File: src/rtl/data_loader_ctrl.sv
// data_loader_ctrl: walks the x/y sample memories once per start, capturing each
// x[i]/y[i] pair after the memory read latency and presenting it downstream over a
// valid/ready handshake. Every output is a register.
// Build option: define DLC_EPOCH_EN to repeat the pass N_EPOCHS times per start
// and expose the current pass number on the epoch port.
module data_loader_ctrl #(
    parameter int N_SAMPLES = 150,
    parameter int DATA_W    = 20,
    parameter int ADDR_W    = 8,
    parameter int MEM_LAT   = 1,
    parameter int N_EPOCHS  = 4
) (
    input  logic              clk,
    input  logic              rst,
    input  logic              start,
    input  logic              abort,
    output logic              mem_rd_en,
    output logic [ADDR_W-1:0] mem_addr,
    input  logic [DATA_W-1:0] mem_x,
    input  logic [DATA_W-1:0] mem_y,
    output logic              out_valid,
    input  logic              out_ready,
    output logic [DATA_W-1:0] out_x,
    output logic [DATA_W-1:0] out_y,
    output logic              out_last,
    output logic              busy,
    output logic              done
`ifdef DLC_EPOCH_EN
    ,
    output logic [ADDR_W-1:0] epoch
`endif
);

    localparam int                CNT_W     = (MEM_LAT > 1) ? $clog2(MEM_LAT) : 1;
    localparam logic [ADDR_W-1:0] LAST_IDX  = ADDR_W'(N_SAMPLES - 1);
    localparam logic [CNT_W-1:0]  LAST_WAIT = CNT_W'(MEM_LAT - 1);
`ifdef DLC_EPOCH_EN
    localparam logic [ADDR_W-1:0] LAST_EPOCH = ADDR_W'(N_EPOCHS - 1);
`endif

    // Reject configurations the index/latency counters cannot represent.
    if (N_SAMPLES < 1 || N_SAMPLES > (1 << ADDR_W) || MEM_LAT < 1 || N_EPOCHS < 1) begin : g_param_check
        $error("data_loader_ctrl: parameter out of range");
    end

    typedef enum logic [2:0] {
        S_IDLE,
        S_RD,
        S_WAIT,
        S_PRESENT,
        S_DONE
    } state_t;

    state_t            state, state_nxt;
    logic [ADDR_W-1:0] idx, idx_nxt;
    logic [CNT_W-1:0]  wait_cnt, wait_nxt;
    logic              rd_nxt, valid_nxt, last_nxt, busy_nxt, done_nxt;
    logic [ADDR_W-1:0] addr_nxt;
    logic [DATA_W-1:0] x_nxt, y_nxt;
`ifdef DLC_EPOCH_EN
    logic [ADDR_W-1:0] epoch_nxt;
`endif

    // Next-state and next-output logic; abort overrides every state.
    always_comb begin
        // NOTE: every variable gets a default before the case so no path infers a latch.
        state_nxt = state;
        idx_nxt   = idx;
        wait_nxt  = wait_cnt;
        valid_nxt = out_valid;
        last_nxt  = out_last;
        x_nxt     = out_x;
        y_nxt     = out_y;
`ifdef DLC_EPOCH_EN
        epoch_nxt = epoch;
`endif
        if (abort) begin
            state_nxt = S_IDLE;
            valid_nxt = 1'b0;
            idx_nxt   = '0;
`ifdef DLC_EPOCH_EN
            epoch_nxt = '0;
`endif
        end else begin
            unique case (state)
                S_IDLE: begin
                    if (start) begin
                        state_nxt = S_RD;
                        idx_nxt   = '0;
`ifdef DLC_EPOCH_EN
                        epoch_nxt = '0;
`endif
                    end
                end
                S_RD: begin
                    state_nxt = S_WAIT;
                    wait_nxt  = '0;
                end
                S_WAIT: begin
                    if (wait_cnt == LAST_WAIT) begin
                        state_nxt = S_PRESENT;
                        x_nxt     = mem_x;
                        y_nxt     = mem_y;
                        valid_nxt = 1'b1;
`ifdef DLC_EPOCH_EN
                        last_nxt  = (idx == LAST_IDX) && (epoch == LAST_EPOCH);
`else
                        last_nxt  = (idx == LAST_IDX);
`endif
                    end else begin
                        wait_nxt = wait_cnt + 1'b1;
                    end
                end
                S_PRESENT: begin
                    if (out_ready) begin
                        valid_nxt = 1'b0;
                        if (idx != LAST_IDX) begin
                            state_nxt = S_RD;
                            idx_nxt   = idx + 1'b1;
`ifdef DLC_EPOCH_EN
                        end else if (epoch != LAST_EPOCH) begin
                            state_nxt = S_RD;
                            idx_nxt   = '0;
                            epoch_nxt = epoch + 1'b1;
`endif
                        end else begin
                            state_nxt = S_DONE;
                        end
                    end
                end
                S_DONE: state_nxt = S_IDLE;
                default: state_nxt = S_IDLE;
            endcase
        end
        // Strobes and status follow directly from the state being entered.
        rd_nxt   = (state_nxt == S_RD);
        addr_nxt = rd_nxt ? idx_nxt : mem_addr;
        busy_nxt = (state_nxt != S_IDLE);
        done_nxt = (state_nxt == S_DONE);
    end

    // State and output registers, cleared immediately by rst.
    always_ff @(posedge clk or posedge rst) begin
        if (rst) begin
            state     <= S_IDLE;
            idx       <= '0;
            wait_cnt  <= '0;
            mem_rd_en <= 1'b0;
            mem_addr  <= '0;
            out_valid <= 1'b0;
            out_x     <= '0;
            out_y     <= '0;
            out_last  <= 1'b0;
            busy      <= 1'b0;
            done      <= 1'b0;
`ifdef DLC_EPOCH_EN
            epoch     <= '0;
`endif
        end else begin
            // NOTE: non-blocking assignments so every register samples pre-edge values.
            state     <= state_nxt;
            idx       <= idx_nxt;
            wait_cnt  <= wait_nxt;
            mem_rd_en <= rd_nxt;
            mem_addr  <= addr_nxt;
            out_valid <= valid_nxt;
            out_x     <= x_nxt;
            out_y     <= y_nxt;
            out_last  <= last_nxt;
            busy      <= busy_nxt;
            done      <= done_nxt;
`ifdef DLC_EPOCH_EN
            epoch     <= epoch_nxt;
`endif
        end
    end

endmodule

File: config.mk
export PLATFORM = sky130hd
export DESIGN_NAME = data_loader_ctrl
export DESIGN_NICKNAME = d
export VERILOG_FILES = /design/src/rtl/data_loader_ctrl.sv
export SDC_FILE = /design/constraint.sdc
export NUM_CORES = 1
export LEC_CHECK = 0
export ABC_CLOCK_PERIOD_IN_PS = 4600
export CAP_MARGIN = 20
export CORE_MARGIN = 1.5
export CORE_UTILIZATION = 30
export DETAILED_ROUTE_END_ITERATION = 7
export SETUP_SLACK_MARGIN = 0.15
export SLEW_MARGIN = 10
export SYNTH_ARGS = -nofsm -noshare
export SYNTH_HDL_FRONTEND = slang
export SYNTH_SLANG_ARGS = --single-unit
export TNS_END_PERCENT = 30
File: constraint.sdc
create_clock -name clk -period 4.6 [get_ports clk]
set_input_delay 1.38 -clock clk [delete_from_list [all_inputs] [get_ports clk]]
set_output_delay 1.38 -clock clk [all_outputs]
set_load 0.02 [all_outputs]
==> reports/metrics.yaml, run 1 <==
logic_synthesis:
  synth_sequential_area_ratio_pct: 57.5
  synth_compound_area_share_pct: 12.2
  most_used_flip_flop_cell_after_synthesis: "sky130_fd_sc_hd__dfrtp_1"
  synth_adder_area_share_pct: 0.898
  yosys.area.top_type: "sky130_fd_sc_hd__dfrtp_1"
  synth.cell_area_um2: 2790
  synth_most_common_cell: "sky130_fd_sc_hd__dfrtp_1"
  yosysUniqueCellTypes: 43
  synth_enable_flop_cells: 0
  synth_seq_cells: 64
  combinational_family_with_the_most_area_after_synthesis: "multiplexers"
  synth.net_count: 265
  synthArstFlopShare_pct: 100
  synth.mux.area_fraction_pct: 16.2
  synth_top_area_share_pct: 57.5
  postSynthCellCount: 218
  top_cells_by_count_synth: "sky130_fd_sc_hd__dfrtp_1 (64), sky130_fd_sc_hd__mux2_2 (40), sky130_fd_sc_hd__a21oi_1 (19)"
  syn-mean-instance-area_um2: 12.8
  synth-simple-area-share_pct: 9.88
  synth.yosys.warnings: 0
  post_synth_xor_area_fraction_pct: 0
  synthTopCellsByArea: "sky130_fd_sc_hd__dfrtp_1 (57%), sky130_fd_sc_hd__mux2_2 (16%), sky130_fd_sc_hd__a21oi_1 (3.4%), sky130_fd_sc_hd__a31oi_1 (1.3%), sky130_fd_sc_hd__o21ai_0 (1.3%)"
floorplanning:
  core_area_um2: 8850
  die_h_um: 99.4
  initial_utilization_pct: 31.5
  floorplan.die.width_um: 99.4
  io_pins: 98
  design.die.area_um2: 9880
  row_count: 34
detailed_routing:
  via_count: 2105
  viasPerCell: 4.90
  drt_drc: 0
  drt_first_pass_iters: 4
  initialDrtViolationCount: 85
  wl_per_cell_um: 15.6
  postRouteAntennaNets: 0
  detail_route.wirelength_mm: 6.71
sta:
  hold_viol_final: 0
  post-route-period-util_pct: 70.1
  final-max-slew-violation-count: 0
  worst_pin_slew_ps: 660
  timing.final.crit_period_ps: 3220
  setup_repair_after_global_routing_missed_its_margin: "false"
  totalNegativeSetupSlack_ps: 0
  setup_viol: 0
  fin_worst_hold_slack_ps: 505
  maxSlewHeadroom_pct: 55.8
  clock.fmax_ghz: 0.310
  post-route-worst-setup-slack_ps: 1380
  worst_clock_skew_ps: 3.86
final_layout:
  multi_input_comb_area_um2: 1100
  ff_latch_area_um2: 1600
  n_antenna_cell: 0
  final_cell_area_um2: 4030
  drive_gt1_share_pct: 19.9
  post-route-util_pct: 45.5
  fill_cells: 820
  design.final.nets: 364
  syn_to_final_growth_pct: 44.6
global_routing:
  grt-busiest-layer: "met2"
  grt_antenna_before_repair: 0
  groute.usage.overall_pct: 14.4
  grt_pass1_wl_mm: 10.9
  global_route.overflow_total: 0
  grt_use_met3_pct: 3.94
  grt_pass1_vias: 2119
  largest_net_degree_at_the_start_of_global_routing: 43
  groute.layer.met2.usage_pct: 22.1
  groute.layer.met1.usage_pct: 19.2
clock_tree:
  cts-resized-gates: 0
  count_of_hold_fix_buffers_inserted_at_cts: 0
  clk_root_buffer_cell: "sky130_fd_sc_hd__clkbuf_8"
  cts-buffers-inserted: 9
  clkSinkCount: 64
  post-cts-setup-buffer-count: 0
  clock_transition_at_the_register_clock_pins_on_the_worst_setup_and_hold_paths_after_cts_ps: 70
  clock_tree_from_tritoncts: "built"
  clk-insertion-delay-late_ps: 330
  ctsHtreeMaxLevel: 3
  clk_path_buf_depth: 2
placed_design:
  place_hpwl_mm: 4.66
  dpl_worst_slack_ps: 993
  port_buffers: 97
  dpl-instance-area_um2: 3850
  final_weighted_congestion_of_routability_driven_global_placement: 0.800
power:
  sequential_fraction_of_design_power_pct: 39.5
  power.internal_w: 0.00139
  swShare_pct: 31.9
  share_clk_of_total_power_pct: 22.5
  p_switching_w: 0.000649
  power_leakage_nw: 1.62
  comb_power_share_pct: 38.0
  power.density_cell_area_nw_per_um2: 505
  ir_worst_vdd_uv: 166
worst_setup_path:
  critPathRequiredTime_ps: 4790
  setup.worst_path.start_class: "primary input"
  path_max_fanout: 16
  data_arrival_time_of_the_critical_path_ps: 3420
  path_class: "in2reg"
  worst_setup_path_end_kind: "flip-flop"
job:
  timing.max_cap.violations: 0
outcome:
  outcome: "complete, no violations"
min_path:
  min-delay-path-class: "reg2reg"
[registers in the layout, indices dropped and copies added (netlist names)]
register / flops
out_last: 1
out_valid: 1
done: 1
busy: 1
out_x: 20
idx: 8
out_y: 20
mem_addr: 8
state: 3
mem_rd_en: 1
[metal layers]
layer,vias to the layer above,wire length [um],part of all wire [%]
li1,994,-,-
met1,1015,3030,45
met2,86,3100,46
met3,10,465,6.9
met4,0,111,1.7
met5,-,0,0
[layout make-up]
cell class              count  share of cell area [%]
repair buffers            100                    24.7
well taps                 108                    3.35
inverters                   6                   0.559
multi-input cells         136                    27.2
clock inverters             4                    1.12
flip-flops and latches     64                    39.7
clock buffers              12                    3.35
[power by group through the flow]
stage | combinational (W) | sequential [W] | clock [W]
floorplan | 0.000189 | 0.00100 | 0
global placement | 0.000773 | 0.000812 | 0
detailed placement | 0.000784 | 0.000817 | 0
CTS | 0.000787 | 0.000807 | 0.000477
global route | 0.000818 | 0.000827 | 0.000509
finish | 0.000774 | 0.000804 | 0.000459
[final timing paths]
| kind | start | endpoint | slack, ps | cells after the start |
|---|---|---|---|---|
| worst max register to register | state[0] | mem_addr[5] | 2600 | 4 |
| max in group asynchronous | rst | idx[3] | 2470 | 3 |
| min in group asynchronous | rst | out_y[7] | 1400 | 2 |
| worst min register to register | out_x[11] | out_x[11] | 510 | 1 |
| worst max-delay path | out_ready | mem_addr[5] | 1380 | 5 |
| worst min-delay path | out_x[11] | out_x[11] | 510 | 1 |
[critical path, cell delays in order]
cell and delay, ps:
sky130_fd_sc_hd__clkdlybuf4s50_1 860, sky130_fd_sc_hd__nand3_1 260, sky130_fd_sc_hd__a21boi_4 360, sky130_fd_sc_hd__and2_1 410
sky130_fd_sc_hd__a31oi_1 140
[through the flow]
stage          total power (W)  cells
6_report               0.00204    430
5_1_grt                0.00215    430
4_1_cts                0.00207    430
3_5_place_dp           0.00160    414
3_3_place_gp           0.00158    414
2_1_floorplan          0.00119    218
[logic make-up after synthesis]
| kind of cell | after synthesis |
|---|---|
| multiplexers | 40 |
| flip-flops | 64 |
| buffers and inverters | 18 |
| AND/OR/NAND/NOR | 45 |
| AO/OA/AOI/OAI | 49 |
| adder cells (fa/ha/maj) | 2 |
[layout by cell type, fill, tap and decap left out, drive strengths merged, types with 2 or more instances in the layout]
cell / instances
and3b: 2
clkdlybuf4s50: 97
a211o: 2
nand3b: 3
dfrtp: 64
nor3: 5
a21oi: 19
clkbuf: 12
inv: 6
a22oi: 2
clkinv: 3
o21a: 2
a31oi: 6
mux2: 40
buf: 3
and2: 3
nand2: 7
nand3: 4
o21ai: 7
ha: 2
nor2: 9
nand4: 4
Power figures use the tool's default switching activity.
==> inputs of run 2 (changes only) <==
--- a/config.mk
+++ b/config.mk
@@ -5,7 +5,7 @@
 export SDC_FILE = /design/constraint.sdc
 export NUM_CORES = 1
 export LEC_CHECK = 0
-export ABC_CLOCK_PERIOD_IN_PS = 4600
+export ABC_CLOCK_PERIOD_IN_PS = 3100
 export CAP_MARGIN = 20
 export CORE_MARGIN = 1.5
 export CORE_UTILIZATION = 30
==> constraint.sdc (replaced) <==
create_clock -name clk -period 3.1 [get_ports clk]
set_input_delay 0.93 -clock clk [delete_from_list [all_inputs] [get_ports clk]]
set_output_delay 0.93 -clock clk [all_outputs]
set_load 0.02 [all_outputs]
==> run 2 against run 1 <==
  * Total power up 44%
  * Clock skew grew 4.8 ps
  * Via count increased by 1.7%
  * Sequential share of layout area shrank 0.086 points
  * Die area unchanged
  * Final area grew 0.22%
  * Wire length barely moved
  * Flip-flop and latch count unchanged
  * Global-route usage fell by 0.17 points
  * Combinational power rose by 49%
  * Sequential power up 48%
  * Register-to-register slack lost 1500 ps
==> reports/metrics.yaml, run 2 (synthesis results as in run 1) <==
outcome:
  outcome: "complete, no violations"
clock_tree:
  clk_path_buf_depth: 2
  clk-insertion-delay-late_ps: 330
  clk_root_buffer_cell: "sky130_fd_sc_hd__clkbuf_8"
  clock_tree_from_tritoncts: "built"
  clock_transition_at_the_register_clock_pins_on_the_worst_setup_and_hold_paths_after_cts_ps: 60
  count_of_hold_fix_buffers_inserted_at_cts: 0
  cts-resized-gates: 0
  cts-buffers-inserted: 9
  ctsHtreeMaxLevel: 3
  post-cts-setup-buffer-count: 0
  clkSinkCount: 64
worst_setup_path:
  crit_buf_inv: 1
  data_arrival_time_of_the_critical_path_ps: 2560
  setup.worst_path.start_class: "primary input"
  path_max_fanout: 9
  critPathRequiredTime_ps: 3290
  timing.critical_path.slowest_cell_delay_ps: 500
  timing.critical_path.slowest_stage_cell: "sky130_fd_sc_hd__clkdlybuf4s50_1"
  path_class: "in2reg"
  worst_setup_path_end_kind: "flip-flop"
  timing.critical_path.cells: "clkdlybuf4s50_1 > or3b_4 > a21o_1 > o21ai_0 > a31oi_1"
  critical-path-top-delay-family: "compound AO/OA/AOI/OAI gates"
detailed_routing:
  postRouteAntennaNets: 0
  initialDrtViolationCount: 91
  via_count: 2140
  viasPerCell: 4.95
  drt_drc: 0
  detail_route.wirelength_mm: 6.71
  wl_per_cell_um: 15.5
  drt_first_pass_iters: 4
power:
  total_power_w: 0.00294
  power.density_cell_area_nw_per_um2: 728
  comb_power_share_pct: 39.3
  p_switching_w: 0.000962
  share_clk_of_total_power_pct: 20.2
  ir_worst_vdd_uv: 261
  power_leakage_nw: 1.62
  sequential_fraction_of_design_power_pct: 40.5
  swShare_pct: 32.7
  power.internal_w: 0.00198
global_routing:
  grt_pass1_wl_mm: 10.8
  largest_net_degree_at_the_start_of_global_routing: 37
  groute.usage.overall_pct: 14.2
  grt_pass1_vias: 2110
  grt_antenna_before_repair: 0
  global_route.overflow_total: 0
final_layout:
  mostFrequentLayoutCells: "sky130_fd_sc_hd__clkdlybuf4s50_1 (97), sky130_fd_sc_hd__dfrtp_1 (64), sky130_fd_sc_hd__mux2_2 (40), sky130_fd_sc_hd__a21oi_1 (19)"
  post-route-util_pct: 45.6
  drive_gt1_share_pct: 20.7
  syn_to_final_growth_pct: 44.9
  final_common_cell: "sky130_fd_sc_hd__clkdlybuf4s50_1"
  design.final.nets: 367
  final_cell_area_um2: 4040
  largestRegisters: "out_x (20), out_y (20)"
  n_antenna_cell: 0
floorplanning:
  row_count: 34
  floorplan.die.width_um: 99.4
  core_area_um2: 8850
  design.die.area_um2: 9880
  io_pins: 98
  initial_utilization_pct: 31.5
  die_h_um: 99.4
sta:
  setup_repair_after_global_routing_missed_its_margin: "false"
  hold_viol_final: 0
  worst_pin_slew_ps: 620
  post-route-period-util_pct: 76.5
  setup_viol: 0
  totalNegativeSetupSlack_ps: 0
  final-max-slew-violation-count: 0
  clock.fmax_ghz: 0.422
  timing.final.crit_period_ps: 2370
  maxSlewHeadroom_pct: 58.6
  fin_worst_hold_slack_ps: 506
  worst_clock_skew_ps: 8.62
placed_design:
  place_hpwl_mm: 4.67
  dpl-instance-area_um2: 3880
  final_weighted_congestion_of_routability_driven_global_placement: 0.877
  port_buffers: 97
min_path:
  min-delay-path-class: "reg2reg"
job:
  timing.max_cap.violations: 0
## run 2: cell types whose count changed in the layout (fill, tap and decap cells not counted)
cell,before,now
sky130_fd_sc_hd__clkbuf_1,3,2
sky130_fd_sc_hd__bufinv_16,1,0
sky130_fd_sc_hd__clkinvlp_4,0,1
sky130_fd_sc_hd__buf_4,3,5
sky130_fd_sc_hd__buf_12,0,1
## run 2: path summary, 6_finish.rpt
path / slack [ps] / end / startpoint / depth (start not counted)
setup / recovery: 730 / mem_addr[2] / start / 5
hold reg to reg: 510 / out_y[7] / out_y[7] / 1
max in group asynchronous: 1480 / state[1] / rst / 3
setup reg to reg: 1150 / mem_addr[5] / state[0] / 4
hold / removal: 510 / out_y[7] / out_y[7] / 1
min in group asynchronous: 1000 / out_x[0] / rst / 2
## run 2: area by class of cell
| type | count | area [um2] |
|---|---|---|
| clock inverter | 4 | 22.5 |
| sequential | 64 | 1600 |
| tap | 108 | 135 |
| multi-input combinational | 136 | 1100 |
| fill | 847 | 4810 |
| inverter | 6 | 22.5 |
| clock buffer | 11 | 131 |
| timing repair buffer | 103 | 1030 |
## run 2: through the flow
stage                     worst slack (ps)  cells
after floorplan                        572    218
final                                  729    432
after detailed placement               376    417
after global routing                   633    432
after global placement                 413    417
after CTS                              742    432
## run 2: routing by layer
layer  up-vias  share of wire, %  global-route usage [%]
li1       1001                 -                       -
met1      1038                46                    19.3
met2        91                46                    21.5
met3        10               6.5                    3.37
met4         0               1.5                    6.39
met5         -                 0                       0
## run 2: power by group through the flow
stage | sequential [W] | combinational [W] | clock [W]
after global routing | 0.00123 | 0.00122 | 0.000655
after detailed placement | 0.00121 | 0.00117 | 0
after CTS | 0.00120 | 0.00117 | 0.000622
final | 0.00119 | 0.00115 | 0.000592
after global placement | 0.00120 | 0.00116 | 0
after floorplan | 0.00149 | 0.000281 | 0
## run 2: worst reg2reg max path: stages (launching register included)
cell and delay [ps]:
sky130_fd_sc_hd__dfrtp_1 560, sky130_fd_sc_hd__and3b_1 510, sky130_fd_sc_hd__nand4_4 250, sky130_fd_sc_hd__and2_1 350, sky130_fd_sc_hd__a31oi_1 210
==> inputs of run 3 (changes only) <==
--- a/config.mk
+++ b/config.mk
@@ -5,7 +5,7 @@
 export SDC_FILE = /design/constraint.sdc
 export NUM_CORES = 1
 export LEC_CHECK = 0
-export ABC_CLOCK_PERIOD_IN_PS = 3100
+export ABC_CLOCK_PERIOD_IN_PS = 2340
 export CAP_MARGIN = 20
 export CORE_MARGIN = 1.5
 export CORE_UTILIZATION = 30
==> constraint.sdc (replaced) <==
create_clock -name clk -period 2.34 [get_ports clk]
set_input_delay 0.702 -clock clk [delete_from_list [all_inputs] [get_ports clk]]
set_output_delay 0.702 -clock clk [all_outputs]
set_load 0.02 [all_outputs]
==> run 3 against run 2 <==
  * Critical path depth did not move
  * Non-clock buffer count up 7
  * First-iteration DRC count fell by 55%
  * Critical path type unchanged
  * Largest power group unchanged
  * Highest routed layer unchanged
==> reports/metrics.yaml, run 3 (synthesis results as in run 1) <==
power:
  ir_worst_vdd_uv: 492
  power.internal_w: 0.00300
  swShare_pct: 30.6
  comb_power_share_pct: 35.8
  share_clk_of_total_power_pct: 27.7
  sequential_fraction_of_design_power_pct: 36.5
  p_switching_w: 0.00132
  power.density_cell_area_nw_per_um2: 1020
  power_leakage_nw: 1.71
sta:
  fin_worst_hold_slack_ps: 506
  worst_pin_slew_ps: 525
  worst_clock_skew_ps: 11.6
  clock.fmax_ghz: 0.474
  maxSlewHeadroom_pct: 64.9
  hold_viol_final: 0
  setup_viol: 0
  timing.final.crit_period_ps: 2110
  post-route-period-util_pct: 90.2
  setup_repair_after_global_routing_missed_its_margin: "false"
  final-max-slew-violation-count: 0
  post-route-worst-setup-slack_ps: 229
floorplanning:
  core_area_um2: 8850
  floorplan.die.width_um: 99.4
  design.die.area_um2: 9880
  initial_utilization_pct: 31.5
  row_count: 34
  io_pins: 98
  die_h_um: 99.4
placed_design:
  port_buffers: 97
  final_weighted_congestion_of_routability_driven_global_placement: 0.848
  place_hpwl_mm: 4.87
  dpl_worst_slack_ps: -135
clock_tree:
  post-cts-setup-buffer-count: 0
  clock_transition_at_the_register_clock_pins_on_the_worst_setup_and_hold_paths_after_cts_ps: 70
  cts-buffers-inserted: 9
  clk-insertion-delay-late_ps: 340
  clk_path_buf_depth: 2
  clock_tree_from_tritoncts: "built"
  count_of_hold_fix_buffers_inserted_at_cts: 0
  ctsHtreeMaxLevel: 3
  cts-resized-gates: 0
  clk_root_buffer_cell: "sky130_fd_sc_hd__clkbuf_8"
  clkSinkCount: 64
worst_setup_path:
  worst_setup_path_end_kind: "flip-flop"
  timing.reg2reg.setup_slack_ps: 490
  setup.worst_path.start_class: "primary input"
  timing.critical_path.slowest_stage_cell: "sky130_fd_sc_hd__clkdlybuf4s50_1"
  path_max_fanout: 9
  data_arrival_time_of_the_critical_path_ps: 2330
  path_class: "in2reg"
  critPathRequiredTime_ps: 2560
  timing.critical_path.slowest_cell_delay_ps: 480
  timing.critical_path.cells: "clkdlybuf4s50_1 > or3b_4 > a21o_1 > a22oi_1 > a31oi_1"
detailed_routing:
  postRouteAntennaNets: 0
  initialDrtViolationCount: 41
  detail_route.wirelength_mm: 6.83
  via_count: 2185
  viasPerCell: 4.97
  wl_per_cell_um: 15.5
  drt_first_pass_iters: 4
  drt_drc: 0
min_path:
  min-delay-path-class: "reg2reg"
final_layout:
  n_antenna_cell: 0
  syn_to_final_growth_pct: 52.3
  final_common_cell: "sky130_fd_sc_hd__clkdlybuf4s50_1"
  largestRegisters: "out_x (20), out_y (20)"
  mostFrequentLayoutCells: "sky130_fd_sc_hd__clkdlybuf4s50_1 (97), sky130_fd_sc_hd__dfrtp_1 (64), sky130_fd_sc_hd__mux2_2 (40), sky130_fd_sc_hd__a21oi_1 (19), sky130_fd_sc_hd__clkbuf_8 (10)"
  design.final.nets: 374
  drive_gt1_share_pct: 23.2
global_routing:
  grt_antenna_before_repair: 0
  largest_net_degree_at_the_start_of_global_routing: 28
  grt_pass1_wl_mm: 10.8
  global_route.overflow_total: 0
  grt_pass1_vias: 2122
  groute.usage.overall_pct: 14.2
job:
  timing.max_cap.violations: 0
outcome:
  outcome: "complete, no violations"
-- run 3: path summary, 6_finish.rpt --
kind | start | endpoint | depth (start not counted)
setup / recovery | start | mem_addr[5] | 5
max in group asynchronous | rst | out_x[9] | 3
hold / removal | out_y[12] | out_y[12] | 1
setup reg to reg | state[0] | mem_addr[5] | 4
hold reg to reg | out_y[12] | out_y[12] | 1
min in group asynchronous | rst | out_y[2] | 2
-- run 3: cell type report --
| cell class | count | area, um2 |
|---|---|---|
| clock buffers | 10 | 138 |
| clock inverters | 6 | 114 |
| fillers | 821 | 4610 |
| inverters | 6 | 26.3 |
| multi-input cells | 136 | 1100 |
| flip-flops and latches | 64 | 1600 |
| well taps | 108 | 135 |
| repair buffers | 110 | 1130 |
-- run 3: metal layers --
metal  share of wire [%]  vias up  GRT usage, %
met5                   0        -             0
met3                 6.2        9          4.43
li1                    -     1022             -
met4                 1.4        0          4.88
met2                  47       71          22.9
met1                  45     1083          18.2
-- run 3: power groups by stage --
stage               clock network [W]  logic, W  registers [W]
finish                        0.00120   0.00155        0.00158
global route                  0.00129   0.00164        0.00162
CTS                           0.00124   0.00157        0.00158
detailed placement                  0   0.00157        0.00160
global placement                    0   0.00155        0.00159
floorplan                           0  0.000372        0.00198
-- run 3: critical path, delay by kind of cell --
family | cells | cell delay (ps)
buf+inv | 1 | 480
simple gates | 1 | 420
compound gates | 3 | 730
-- run 3: per-stage QoR --
| step | utilization [%] | cell area, um2 | total power, W | cells | setup TNS, ps |
|---|---|---|---|---|---|
| 2_1_floorplan | - | 2790 | 0.00235 | 218 | 0 |
| 3_3_place_gp | 45.1 | 3990 | 0.00315 | 424 | -691 |
| 3_5_place_dp | 45.1 | 3990 | 0.00317 | 424 | -1050 |
| 4_1_cts | 47.9 | 4240 | 0.00439 | 440 | 0 |
| 5_1_grt | 47.9 | 4240 | 0.00454 | 440 | 0 |
| 6_report | 47.9 | 4240 | 0.00432 | 440 | 0 |
